[config.mk]
export PLATFORM = sky130hd
export DESIGN_NAME = pc_predict_unit
export DESIGN_NICKNAME = d
export VERILOG_FILES = /design/src/rtl/y86_pkg.sv /design/src/rtl/pc_ras.sv /design/src/rtl/pc_predict_unit.sv
export SDC_FILE = /design/constraint.sdc
export NUM_CORES = 1
export LEC_CHECK = 0
export CAP_MARGIN = 20
export CELL_PAD_IN_SITES_DETAIL_PLACEMENT = 2
export CELL_PAD_IN_SITES_GLOBAL_PLACEMENT = 2
export CORE_MARGIN = 4
export CORE_UTILIZATION = 19
export DETAILED_ROUTE_END_ITERATION = 6
export GPL_ROUTABILITY_DRIVEN = 1
export MAX_ROUTING_LAYER = met4
export PLACE_DENSITY_LB_ADDON = 0.1
export SLEW_MARGIN = 20
export SYNTH_ARGS = -nofsm -noshare
export SYNTH_HDL_FRONTEND = slang
export SYNTH_SLANG_ARGS = --single-unit
export TNS_END_PERCENT = 1
[constraint.sdc]
create_clock -name clk -period 2.2 [get_ports clk]
set_clock_uncertainty 0.2 [all_clocks]
set_input_delay 0.22 -clock clk [delete_from_list [all_inputs] [get_ports clk]]
set_output_delay 0.22 -clock clk [all_outputs]
set_load 0.05 [all_outputs]
[src/rtl/y86_pkg.sv]
// Shared definitions for the Y86 fetch-side PC prediction logic.
// Contents: instruction codes steering prediction, fetch state encoding, default address width.
// Imported by pc_predict_unit and pc_ras.
package y86_pkg;

  localparam int Y86_ADDR_W = 64;

  localparam logic [3:0] I_HALT = 4'h0;
  localparam logic [3:0] I_JXX  = 4'h7;
  localparam logic [3:0] I_CALL = 4'h8;
  localparam logic [3:0] I_RET  = 4'h9;

  typedef enum logic [1:0] {
    RUN      = 2'd0,
    RET_WAIT = 2'd1,
    HALT     = 2'd2
  } fetch_state_t;

endpackage

[src/rtl/pc_ras.sv]
// Circular return-address stack; push overwrites the oldest entry when full.
// Ports: clk/rst (sync, active-high), push + push_data, pop, top (combinational),
//        count (valid entries, saturating at DEPTH), ovf (sticky overwrite flag).
module pc_ras
  import y86_pkg::*;
#(
  parameter int AW    = Y86_ADDR_W,
  parameter int DEPTH = 8,
  parameter int CW    = $clog2(DEPTH + 1)
) (
  input  logic          clk,
  input  logic          rst,
  input  logic          push,
  input  logic          pop,
  input  logic [AW-1:0] push_data,
  output logic [AW-1:0] top,
  output logic [CW-1:0] count,
  output logic          ovf
);

  localparam int PW = (DEPTH > 1) ? $clog2(DEPTH) : 1;

  logic [AW-1:0] mem [DEPTH];
  logic [PW-1:0] wr_ptr;
  logic [PW-1:0] top_ptr;
  logic [PW-1:0] wr_ptr_inc;

  // wr_ptr is the next free slot; the top entry sits one below it, wrapping.
  assign top_ptr    = (wr_ptr == '0) ? PW'(DEPTH - 1) : wr_ptr - 1'b1;
  assign wr_ptr_inc = (wr_ptr == PW'(DEPTH - 1)) ? '0 : wr_ptr + 1'b1;
  assign top        = mem[top_ptr];

  always_ff @(posedge clk) begin
    if (!rst && push) begin
      mem[wr_ptr] <= push_data;
    end
  end

  always_ff @(posedge clk) begin
    if (rst) begin
      wr_ptr <= '0;
      count  <= '0;
      ovf    <= 1'b0;
    end else if (push) begin
      wr_ptr <= wr_ptr_inc;
      // When full, the write lands on the oldest entry, so depth stays put.
      if (count == CW'(DEPTH)) begin
        ovf <= 1'b1;
      end else begin
        count <= count + 1'b1;
      end
    end else if (pop && (count != '0)) begin
      wr_ptr <= top_ptr;
      count  <= count - 1'b1;
    end
  end

endmodule

[src/rtl/pc_predict_unit.sv]
// Fetch PC generator: predicted-PC register, redirect mux, stall/halt/ret-wait control.
// Ports: clk/rst (sync, active-high); F-stage fetch info (f_valid, f_stall, f_icode, f_valC, f_valP);
//        M/W redirects; outputs f_pc, f_bubble (combinational), halted, ras_count, ras_ovf.
// Optional macro RAS_PRED_EN: adds a return-address stack so ret is predicted without waiting.
module pc_predict_unit
  import y86_pkg::*;
#(
  parameter int              ADDR_W    = Y86_ADDR_W,
  parameter int              RAS_DEPTH = 8,
  parameter logic [ADDR_W-1:0] RESET_PC  = '0
) (
  input  logic                           clk,
  input  logic                           rst,
  input  logic                           f_valid,
  input  logic                           f_stall,
  input  logic [3:0]                     f_icode,
  input  logic [ADDR_W-1:0]              f_valC,
  input  logic [ADDR_W-1:0]              f_valP,
  input  logic                           m_redirect,
  input  logic [ADDR_W-1:0]              m_valA,
  input  logic                           w_redirect,
  input  logic [ADDR_W-1:0]              w_valM,
  output logic [ADDR_W-1:0]              f_pc,
  output logic                           f_bubble,
  output logic                           halted,
  output logic [$clog2(RAS_DEPTH+1)-1:0] ras_count,
  output logic                           ras_ovf
);

  localparam int CW = $clog2(RAS_DEPTH + 1);

  fetch_state_t      state_q, state_d;
  logic [ADDR_W-1:0] pred_q, pred_d;
  logic              redir;
  logic              advance;

`ifdef RAS_PRED_EN
  logic              ras_push;
  logic              ras_pop;
  logic [ADDR_W-1:0] ras_top;

  pc_ras #(
    .AW    (ADDR_W),
    .DEPTH (RAS_DEPTH),
    .CW    (CW)
  ) u_ras (
    .clk       (clk),
    .rst       (rst),
    .push      (ras_push),
    .pop       (ras_pop),
    .push_data (f_valP),
    .top       (ras_top),
    .count     (ras_count),
    .ovf       (ras_ovf)
  );
`else
  assign ras_count = '0;
  assign ras_ovf   = 1'b0;
`endif

  assign redir  = m_redirect | w_redirect;
  assign halted = (state_q == HALT);

  always_ff @(posedge clk) begin
    if (rst) begin
      state_q <= RUN;
      pred_q  <= RESET_PC;
    end else begin
      state_q <= state_d;
      pred_q  <= pred_d;
    end
  end

  always_comb begin
    f_pc     = pred_q;
    f_bubble = 1'b0;
    state_d  = state_q;
    pred_d   = pred_q;
    advance  = 1'b0;
`ifdef RAS_PRED_EN
    ras_push = 1'b0;
    ras_pop  = 1'b0;
`endif

    // HALT ignores everything but reset, so the mux and prediction only run when live.
    if (state_q != HALT) begin
      if (m_redirect) begin
        f_pc = m_valA;
      end else if (w_redirect) begin
        f_pc = w_valM;
      end
      f_bubble = (state_q == RET_WAIT) && !redir;
      // A redirect advances even through a stall: the corrected fetch must be predicted.
      advance  = redir || ((state_q == RUN) && f_valid && !f_stall);
    end

    if (advance) begin
      state_d = RUN;
      case (f_icode)
        I_JXX: pred_d = f_valC;
        I_CALL: begin
          pred_d = f_valC;
`ifdef RAS_PRED_EN
          ras_push = 1'b1;
`endif
        end
        I_RET: begin
`ifdef RAS_PRED_EN
          if (ras_count != '0) begin
            pred_d  = ras_top;
            ras_pop = 1'b1;
          end else begin
            state_d = RET_WAIT;
          end
`else
          state_d = RET_WAIT;
`endif
        end
        I_HALT:  state_d = HALT;
        default: pred_d = f_valP;
      endcase
    end
  end

  // The M stage cannot hold a conditional jump while fetch is parked on a ret.
  a_no_mredir_in_wait: assert property (
    @(posedge clk) disable iff (rst) !((state_q == RET_WAIT) && m_redirect)
  );

endmodule

==> results <==
- The flow ran to the end, and the final reports show no timing, DRC or antenna violations.
- In the routed design, unresolved DRC markers number 0.
- The vertical die dimension is 182 um.
- After layout, the design draws a total of 5680 uW.
- Dividing the synthesized area by the synthesized cell count gives 6.98 um^2.
- Using the TritonRoute via totals, the vias-per-cell ratio works out to 4.99.
- Power spread over the standard cell area amounts to 497 nW/um^2.
- The clock sink count is 66.
- The worst setup path is launched from a register.
- The most common flop cell mapped by yosys is sky130_fd_sc_hd__dfxtp_1.
- The core box area is 29,800 um^2.
- The net total in the final layout is 1,439.
- The count of unique library cells instantiated by Yosys is 36.
- For this design the static power due to leakage is 0.00449 uW.
- The average wire per standard cell is 21.3 um.
- The effective utilization at floorplan is 19.3%.
- The post-synthesis instance area is 5760 um^2.
- The cell type contributing the most total cell area after synthesis is sky130_fd_sc_hd__dfxtp_1.
- The initial antenna violation count is 7.
- Summing the areas of all compound-gate instances in the mapped netlist gives 47.5% of the synthesized area.
- The root cell of the clock tree is sky130_fd_sc_hd__clkbuf_16.
- The startpoint identified for the worst register-to-register timing path is state_q[0].
- The synthesized design contains 0 enable-type register cells.
- IR analysis of the VDD net gives a maximum drop of 0.000277 V.
- The floorplan step defined a die boundary enclosing 33,200 um^2.
- The total congestion overflow is 0.
- The terminus of the critical flop-to-flop path is pred_q[63].
- The share of synthesized area in the top cell type comes to 22.9%.
- Setup repair after global routing could not meet its margin everywhere.
- The count of TritonRoute iterations in the first routing pass is 4.
- The count of pins over their slew limit is 0.
- For this run, the number of Yosys warnings is 0.
- The worst hold slack is 215 ps.
- The instance area after placement is 10,700 um^2.
- The global-route met2 utilization is 35.1%.
- The kind of critical path is reg -> out.
- The clock-pin slew on the worst setup and hold paths is 70 ps.
- In the synthesized netlist, the number of instances is 825.
- The clock tree synthesis step divided the H-tree into 3 levels.
- The total CTS buffers is 9.
- The first global-routing pass estimated 50,200 um of wire.
- The area share of xor/xnor cells in the synthesized design is 0.152%.
- In the final layout, the share of cells above drive strength 1 is 20.5%.
- The minimum clock period after layout is 2160 ps.
- The proportion of synthesized flip-flops having asynchronous set or reset is 0%.
- The met3 capacity usage during global routing is 4.50%.
- The weighted congestion at the end of routability-driven global placement is 0.748.
- The total half-perimeter wirelength after legalization and detailed placement is 23,300 um.
- The number of max-cap violations is 0.
- Global routing used 22.9% of the available met1 tracks.
- Headroom to the max-slew limit came out at 63.0%.
- The final standard cell area without fillers is 11,400 um^2.
- The signed area change from the synthesized netlist to the final layout is 98.5%.
- The actual slew at the worst max-slew pin is 556 ps.
- Counting instances in the post-synthesis netlist gives the leading cell types as sky130_fd_sc_hd__inv_1 (128), sky130_fd_sc_hd__o22ai_1 (127), sky130_fd_sc_hd__dfxtp_1 (66), sky130_fd_sc_hd__nand2_1 (66), sky130_fd_sc_hd__o21ai_0 (64).
- The synthesized design contains 66 register bits.
- The multiplexer fraction of the synthesized cell area is 0.543%.
- The most critical setup path has its endpoint at f_pc[40].
- The number of hold violations in the final report is 0.
- Leaving out filler cells and counting taps, the final layout contains 1,574.
- The maximum fanout along the worst path is 7.
- Setup violations remaining at the end of the flow were counted as 0.
- The main combinational cell family by area after synthesis is compound AO/OA/AOI/OAI gates.
- TritonCTS built the clock tree.
- Entering global routing, the biggest net connects 129 pins.
- By area the synthesized netlist is led by sky130_fd_sc_hd__dfxtp_1 (23%), sky130_fd_sc_hd__o22ai_1 (14%), sky130_fd_sc_hd__a2bb2oi_1 (9.6%).
- The number of vias after detailed routing is 7,847.
- 337 I/O pins were placed.
- Of the available clock period, the critical path in the final layout requires 98.2%.
- The number of input and output port buffers inserted is 331.
- In this run the horizontal extent of the chip is 182 um.
- The via count of the first global-routing pass came to 8,452.
- Tracing the worst setup path back leads to its startpoint at state_q[0].
- The worst setup path is captured at an output port.
- For this block, the routed nets add up to 33,500 um of wire.
- The highest achievable clock rate is 463 MHz.
- Once detail routing completed, the nets flagged for antenna violations numbered 0.
- The row count is 63.
- The utilization after layout is 38.4%.
- Data on the critical path arrives at its endpoint at 1740 ps.
- In the post-synthesis netlist, the cell with the most instances is sky130_fd_sc_hd__inv_1.
- Data on the critical path is required at its endpoint by 1780 ps.
- The deepest clock path buffer count is 2.
- Buffers inserted to repair hold after CTS numbered 0.
- The type of the tightest min-delay check is in -> reg.
- The post-synthesis share of cell area spent on full adders, half adders and majority gates is 0%.
- The setup slack of the most critical reg-to-reg path is 140 ps.
- Summing the sequential cell areas from Yosys gives 22.9% of the chip area.
- Counting tap cells, the placed design contains a total of 1,541 instances.
- Clock latency on the worst-skew pair, taken at its later pin, is 330 ps.
- The number of cells on the worst reg-to-reg path is 6.
- The global-route total usage across every layer is 19.7%.
- In this run the most used layer during global routing was met2.
- The detailed router's first-iteration violation count is 255.
- Summing the areas of all and, or, nand and nor instances in the mapped netlist gives 12.8% of the synthesized area.
==> worst max-delay path: stages (launching register included) <==
cell	delay [ps]
sky130_fd_sc_hd__dfxtp_4	360
sky130_fd_sc_hd__nand2b_4	170
sky130_fd_sc_hd__o21ai_4	110
sky130_fd_sc_hd__buf_8	180
sky130_fd_sc_hd__clkbuf_16	170
sky130_fd_sc_hd__buf_4	110
sky130_fd_sc_hd__nand2_2	60
sky130_fd_sc_hd__o21ai_2	80
sky130_fd_sc_hd__buf_12	160
==> layout make-up <==
cell class                 instances  area (um^2)
fill                            3329        18400
timing repair buffer             428         5050
multi-input combinational        540         3780
sequential                        66         1330
tap                              390          488
inverter                         128          480
clock buffer                      12          246
clock inverter                     3         40.0
antenna                            7         17.5
==> cell usage in the layout (no fill, tap or decap), types with 2 or more instances in the layout <==
cell / count
sky130_fd_sc_hd__clkdlybuf4s50_1: 261
sky130_fd_sc_hd__inv_1: 127
sky130_fd_sc_hd__o22ai_1: 127
sky130_fd_sc_hd__buf_12: 85
sky130_fd_sc_hd__buf_4: 72
sky130_fd_sc_hd__dfxtp_1: 65
sky130_fd_sc_hd__a22oi_1: 63
sky130_fd_sc_hd__a2bb2oi_1: 63
sky130_fd_sc_hd__and2_1: 63
sky130_fd_sc_hd__o32ai_1: 56
sky130_fd_sc_hd__nand2_1: 43
sky130_fd_sc_hd__o21ai_1: 30
sky130_fd_sc_hd__nand2_2: 24
sky130_fd_sc_hd__o21ai_2: 20
sky130_fd_sc_hd__o21ai_0: 13
sky130_fd_sc_hd__clkbuf_16: 11
sky130_fd_sc_hd__diode_2: 7
sky130_fd_sc_hd__o32ai_2: 7
sky130_fd_sc_hd__conb_1: 5
sky130_fd_sc_hd__buf_16: 4
sky130_fd_sc_hd__a21oi_1: 3
sky130_fd_sc_hd__nor2_1: 3
sky130_fd_sc_hd__o21ai_4: 2
sky130_fd_sc_hd__mux2i_1: 2
sky130_fd_sc_hd__clkbuf_1: 2
sky130_fd_sc_hd__clkinv_2: 2
==> kinds of logic after synthesis <==
| logic type | after synthesis |
|---|---|
| other | 1 |
| AO/OA/AOI/OAI | 387 |
| flip-flops | 66 |
| multiplexers | 3 |
| AND/OR/NAND/NOR | 144 |
| buffers and inverters | 223 |
| XOR/XNOR | 1 |
==> how the worst min path moves through the flow <==
stage,slack (ps),to,start,cells after the start
detailed placement,250,pred_q[58],pred_q[58],2
finish,210,pred_q[35],f_icode[0],4
global route,230,pred_q[40],f_icode[0],4
CTS,190,pred_q[35],f_icode[0],4
floorplan,90,state_q[0],rst,1
global placement,240,pred_q[16],pred_q[16],2
==> flip-flops by register name (all words and copies together), names as in the netlist <==
register,flops
state_q,2
pred_q,64
==> repair_timing <==
| action | CTS | global route |
|---|---|---|
| endpoints found under the setup margin | 66 | 104 |
| resized for setup | 38 | 70 |
| cloned | 5 | 2 |
| setup buffers | 6 | 2 |
| pin swaps | 0 | 0 |
==> stage by stage <==
step	setup slack [ps]	TNS, ps
2_1_floorplan	-450	-25500
3_3_place_gp	-189	-12720
3_5_place_dp	-266	-17220
4_1_cts	-83.1	-1220
5_1_grt	-44.6	-329
6_report	40.1	0
==> power breakdown <==
| part | internal [uW] | switching, uW | total (uW) |
|---|---|---|---|
| Sequential | 1310 | 75.4 | 1390 |
| Clock | 901 | 587 | 1490 |
| Combinational | 1490 | 1310 | 2800 |
| Total | 3710 | 1970 | 5680 |
==> metal layers <==
| metal | vias to the layer above | part of all wire (%) |
|---|---|---|
| li1 | 3776 | - |
| met1 | 3851 | 41 |
| met2 | 204 | 52 |
| met3 | 16 | 5.9 |
| met4 | 0 | 0.78 |
| met5 | - | 0 |
(Power assumes the default switching activity.)
